File: config.mk
export PLATFORM = sky130hd
export DESIGN_NAME = stream_addr_demux_reg
export DESIGN_NICKNAME = d
export VERILOG_FILES = /design/src/rtl/stream_addr_demux_reg.sv
export SDC_FILE = /design/constraint.sdc
export NUM_CORES = 1
export LEC_CHECK = 0
export ABC_AREA = 1
export CORE_AREA = 2 2 165 167
export CTS_CLUSTER_DIAMETER = 30
export DETAILED_ROUTE_END_ITERATION = 10
export DIE_AREA = 0 0 167 169
export PLACE_DENSITY = 0.67
export RECOVER_POWER = 100
export SLEW_MARGIN = 20
export SYNTH_ARGS = -nofsm -noshare
export SYNTH_HDL_FRONTEND = slang
export SYNTH_SLANG_ARGS = --single-unit
export TNS_END_PERCENT = 20
File: constraint.sdc
create_clock -name clk_i -period 3.15 [get_ports clk_i]
set_clock_uncertainty 0.2 [all_clocks]
set_input_delay 0.63 -clock clk_i [delete_from_list [all_inputs] [get_ports clk_i]]
set_output_delay 0.63 -clock clk_i [all_outputs]
set_load 0.005 [all_outputs]
File: src/rtl/stream_addr_demux_reg.sv
// stream_addr_demux_reg
// ---------------------
// Registered address demultiplexer for a valid/ready beat stream. Each input
// beat (address + payload) is decoded against a priority-ordered rule table.
// The beat is then steered through a single-entry output register to one of
// NrOutput valid/ready outputs. Unmatched beats either go to DefaultSlave or,
// with DropUnmatched=1, are accepted and discarded. In both modes they raise
// a one-cycle dec_err_o pulse and bump a saturating error counter.
//
// Handshake semantics (all ports): a beat transfers on a rising clk edge when
// valid and ready are both high. Once valid is raised, the payload is held
// until the transfer happens. Ready may depend combinationally on the
// downstream ready, but valid never depends on ready.
//
// Ports:
//   clk_i, rst_i        clock, asynchronous active-high reset
//   inp_valid_i/ready_o input beat handshake
//   inp_addr_i/data_i   input beat address / payload
//   oup_valid_o         one-hot output valid (bit oup_sel_o)
//   oup_ready_i         per-output ready; only the selected bit is observed
//   oup_addr_o/data_o   registered beat, shared by all outputs
//   oup_sel_o           index of the output currently driven
//   rule_en_i           per-rule enable
//   addr_mask_i         per-rule address mask
//   addr_base_i         per-rule address base
//   addr_slave_i        per-rule target output index
//   dec_err_o           pulse: an unmatched beat was accepted last cycle
//   err_cnt_o           saturating count of unmatched accepted beats
//   err_cnt_clr_i       synchronous counter clear (wins over increment)
module stream_addr_demux_reg #(
  parameter int unsigned NrOutput      = 4,
  parameter int unsigned AddrWidth     = 32,
  parameter int unsigned DataWidth     = 32,
  parameter int unsigned NrRules       = 4,
  parameter int unsigned DefaultSlave  = 0,
  parameter bit          DropUnmatched = 1'b0,
  parameter int unsigned ErrCntWidth   = 8,
  // Derived; do not override.
  parameter int unsigned SelWidth      = (NrOutput > 1) ? $clog2(NrOutput) : 1
) (
  input  logic                               clk_i,
  input  logic                               rst_i,
  input  logic                               inp_valid_i,
  output logic                               inp_ready_o,
  input  logic [AddrWidth-1:0]               inp_addr_i,
  input  logic [DataWidth-1:0]               inp_data_i,
  output logic [NrOutput-1:0]                oup_valid_o,
  input  logic [NrOutput-1:0]                oup_ready_i,
  output logic [AddrWidth-1:0]               oup_addr_o,
  output logic [DataWidth-1:0]               oup_data_o,
  output logic [SelWidth-1:0]                oup_sel_o,
  input  logic [NrRules-1:0]                 rule_en_i,
  input  logic [NrRules-1:0][AddrWidth-1:0]  addr_mask_i,
  input  logic [NrRules-1:0][AddrWidth-1:0]  addr_base_i,
  input  logic [NrRules-1:0][SelWidth-1:0]   addr_slave_i,
  output logic                               dec_err_o,
  output logic [ErrCntWidth-1:0]             err_cnt_o,
  input  logic                               err_cnt_clr_i
);

  // Decode result for the beat currently presented on the input.
  logic                 dec_match;
  logic [SelWidth-1:0]  dec_sel;
  logic                 dec_drop;

  // Output register.
  logic                 full_q;
  logic [SelWidth-1:0]  sel_q;
  logic [AddrWidth-1:0] addr_q;
  logic [DataWidth-1:0] data_q;

  logic                 dec_err_q;
  logic [ErrCntWidth-1:0] err_cnt_q;

  logic handshake_out;
  logic accept;
  logic load;

  // Priority decode: the first matching rule claims the beat, so later rules
  // never merge in. Rules pointing at a non-existent output are ignored
  // rather than producing an out-of-range select.
  always_comb begin
    dec_match = 1'b0;
    dec_sel   = SelWidth'(DefaultSlave);
    for (int i = 0; i < int'(NrRules); i++) begin
      if (!dec_match && rule_en_i[i] &&
          ((inp_addr_i & addr_mask_i[i]) == (addr_base_i[i] & addr_mask_i[i])) &&
          (32'(addr_slave_i[i]) < NrOutput)) begin
        dec_match = 1'b1;
        dec_sel   = addr_slave_i[i];
      end
    end
  end

  assign dec_drop = DropUnmatched && !dec_match;

  // Only the ready of the selected output matters; the others may toggle
  // freely without disturbing the held beat.
  assign handshake_out = full_q & oup_ready_i[sel_q];

  // The register frees up in the same cycle it drains, so the input can
  // stream one beat per cycle as long as the selected output keeps up.
  assign inp_ready_o = !full_q | handshake_out;
  assign accept      = inp_valid_i & inp_ready_o;
  assign load        = accept & !dec_drop;

  always_ff @(posedge clk_i or posedge rst_i) begin
    if (rst_i) begin
      full_q <= 1'b0;
      sel_q  <= '0;
      addr_q <= '0;
      data_q <= '0;
    end else begin
      if (load) begin
        full_q <= 1'b1;
        sel_q  <= dec_sel;
        addr_q <= inp_addr_i;
        data_q <= inp_data_i;
      end else if (handshake_out) begin
        // Covers both "no accept" and "accepted a drop beat".
        full_q <= 1'b0;
      end
    end
  end

  // Error reporting: every accepted unmatched beat counts, whether it was
  // routed to the default output or dropped.
  always_ff @(posedge clk_i or posedge rst_i) begin
    if (rst_i) begin
      dec_err_q <= 1'b0;
      err_cnt_q <= '0;
    end else begin
      dec_err_q <= accept & !dec_match;
      if (err_cnt_clr_i) begin
        err_cnt_q <= '0;
      end else if (accept && !dec_match && (err_cnt_q != '1)) begin
        err_cnt_q <= err_cnt_q + ErrCntWidth'(1);
      end
    end
  end

  always_comb begin
    oup_valid_o        = '0;
    oup_valid_o[sel_q] = full_q;
  end

  assign oup_sel_o  = sel_q;
  assign oup_addr_o = addr_q;
  assign oup_data_o = data_q;
  assign dec_err_o  = dec_err_q;
  assign err_cnt_o  = err_cnt_q;

endmodule

==> results.md <==
- Status: finished with violations
- Failing checks: max-capacitance violations, max-slew violations
- Crit Reg-Reg Startpoint: oup_sel_o[1]$_DFFE_PP0P_
- Worst Hold Launch: oup_data_o[10]$_DFFE_PP0P_
- Mapped Area: 6410 um^2
- Antenna-violating nets left: 0
- Req. time, crit path: 3.22 ns
- Synthesized Nets: 1450
- Peak supply drop: 0.299 mV
- PwrDens: 445 nW/um^2
- Initial antenna violation count: 2
- Largest net degree at the start of global routing: 77
- Vias in the first global route: 8391
- Global-route wire length before repair: 49.2 mm
- Yosys cell types: 38
- Startpoint types: input port
- Postcts setup bufs: 0
- Maxcap violations: 1
- GRT Overall Usage: 23.3%
- Final cell count without fillers: 1885
- Fin nets: 1878
- CTS sink cnt: 76
- Insertion delay to the later sink of the worst-skew pair: 0.35 ns
- Most frequent cells in the layout: nand2_1 (456), clkdlybuf4s50_1 (338), nand3_1 (152), inv_1 (132), nor2_1 (105)
- Initial Util: 24.2%
- Drt first-iter violations: 550
- Yosys top cell area share: 29.7%
- Final hold violations: 0
- Wirelength per Cell: 17.9 um
- Row cnt: 60
- Top cells by area, synth: dfrtp_1 (30%), nand2_1 (27%), nand3_1 (12%), inv_1 (7.8%), nor2_1 (6.1%)
- Kind of critical path: in -> reg
- Max Clock Freq: 0.354 GHz
- Unrepaired setup endpoints after global routing: false
- Area growth syn-to-layout: 77.7%
- Hold Crit Class: reg -> reg
- Core area: 26500 um^2
- FF+latch count, synth: 76
- H-tree depth: 3
- Mapped Cells: 1109
- # port buffers: 419
- Placed Cells: 1867
- Max clock buf depth: 2
- Final Power: 5.07 mW
- Yosys warns: 0
- Slew headroom: -25.3%
- Fin crit period: 2.82 ns
- Grt ovf: 0
- TritonCTS clock tree: built
- Area leader, netlist: dfrtp_1
- Commonest non-fill, non-tap cell in the layout: nand2_1
- Height of the chip: 169 um
- Finished Core Util: 43.0%
- Syn_area_per_cell: 5.78 um^2
- Arr. time, crit path: 2.89 ns
- Routability cong.: 0.934
- Setup-failing EPs final: 0
- WL final: 33.7 mm
- HPWL Detailed: 29.4 mm
- Number of CTS-inserted buffers: 9
- DIE AREA: 28200 um^2
- Via count: 8622
- Top Ports: 420
- DR vias/cell: 4.57
- Worst-path maximum fanout: 9
- Post-route cell area: 11400 um^2
- DP Area: 11100 um^2
- Final Hold Slack: 0.276 ns
- Fraction of layout cells with a size suffix above 1: 5.64%
- Fin crit share: 89.6%
- Cell leakage power: 5.72 nW
- Final max-slew violation count: 77
- DR pass1 iterations: 5
- Die X: 167 um
- Least-Margin Pin Slew: 1.88 ns
- Root buffer cell: clkbuf_16
- Final TNS setup: 0 ns
- Setup crit end kind: flop
- Seq/Total Area, Yosys: 29.7%
- Final worst slack: 0.328 ns
- DRC: 0
- Post-CTS Resized: 0
- Place WS: 0.0828 ns
- Critical path startpoint: inp_addr_i[29]
- CTS Hold Bufs: 0
- Clock transition at the registers of the reported paths: 0.06 ns
[cell type report]
cell class	count	area, um^2
repair buffers	434	4330
fillers	2776	15100
inverters	154	579
multi-input cells	862	3840
flip-flops and latches	76	1900
diodes	2	5.00
clock buffers	9	225
clock inverters	7	80.1
well taps	341	427
[critical path: stages]
cell and delay, ns:
dlygate4sd3_1 0.67, nor2_1 0.14, nor2_1 0.05, nand2_1 0.20, inv_1 0.07, nor2_1 0.10, nand2_1 0.06, nor2_1 0.30
nand3_1 0.22, nand4_1 0.19, nand3_1 0.11, a21oi_1 0.15
[sequential cells by signal, indices dropped and copies added (netlist names)]
name,flops
oup_addr_o,32
oup_data_o,32
dec_err_o,1
full_q,1
oup_sel_o,2
err_cnt_o,8
[Yosys cell counts]
cell	instances
nand2_1	455
nand3_1	152
inv_1	133
nor2_1	105
dfrtp_1	76
o21ai_0	42
nand4_1	25
inv_2	20
or2_2	16
nand3b_1	10
xor2_1	8
buf_2	7
clkbuf_1	7
nor3_1	7
a21oi_1	6
nor2_2	5
nand2_2	4
nor3b_1	4
buf_4	3
nand3_2	3
and2_1	2
nand2_4	2
nand3_4	2
a21boi_0	1
a31oi_1	1
and3_1	1
clkinv_1	1
ha_1	1
nand2b_1	1
nand4_2	1
nor2b_1	1
nor3_2	1
nor3_4	1
o2111ai_1	1
o21a_1	1
o21ai_1	1
o21ai_2	1
or2_0	1
[cells by family after synthesis]
logic type / Yosys count / synth area share (%)
AOI/OAI and AO/OA: 54 / 4.43
xor gates and xnor gates: 8 / 1.09
adders and majority gates: 1 / 0.195
buffers and inverters: 171 / 10.3
DFF: 76 / 29.7
and+or+nand+nor: 799 / 54.3
[worst paths after layout]
kind / end / slack (ns) / cells after the start
setup / recovery: oup_sel_o[1]$_DFFE_PP0P_ / 0.33 / 12
hold / removal: oup_data_o[10]$_DFFE_PP0P_ / 0.28 / 2
setup reg to reg: oup_data_o[15]$_DFFE_PP0P_ / 0.38 / 8
hold reg to reg: oup_data_o[10]$_DFFE_PP0P_ / 0.28 / 2
max in group asynchronous: oup_addr_o[10]$_DFFE_PP0P_ / 0.52 / 3
min in group asynchronous: oup_addr_o[20]$_DFFE_PP0P_ / 1.06 / 3
[routing by layer]
metal  GRT usage (%)  vias to the layer above  share of wire [%]
met4            6.75                        0                2.4
met2            42.5                      372                 50
li1                -                     4350                  -
met3            4.82                       38                7.3
met5               0                        -                  0
met1            27.6                     3862                 41
[report_power, final]
part,switching (mW),leakage [nW],internal [mW]
clock,0.494,0.149,0.628
combinational,1.12,4.62,1.25
sequential,0.208,0.947,1.37
total,1.83,5.72,3.25
No activity file was read; power rests on OpenSTA's default activity.
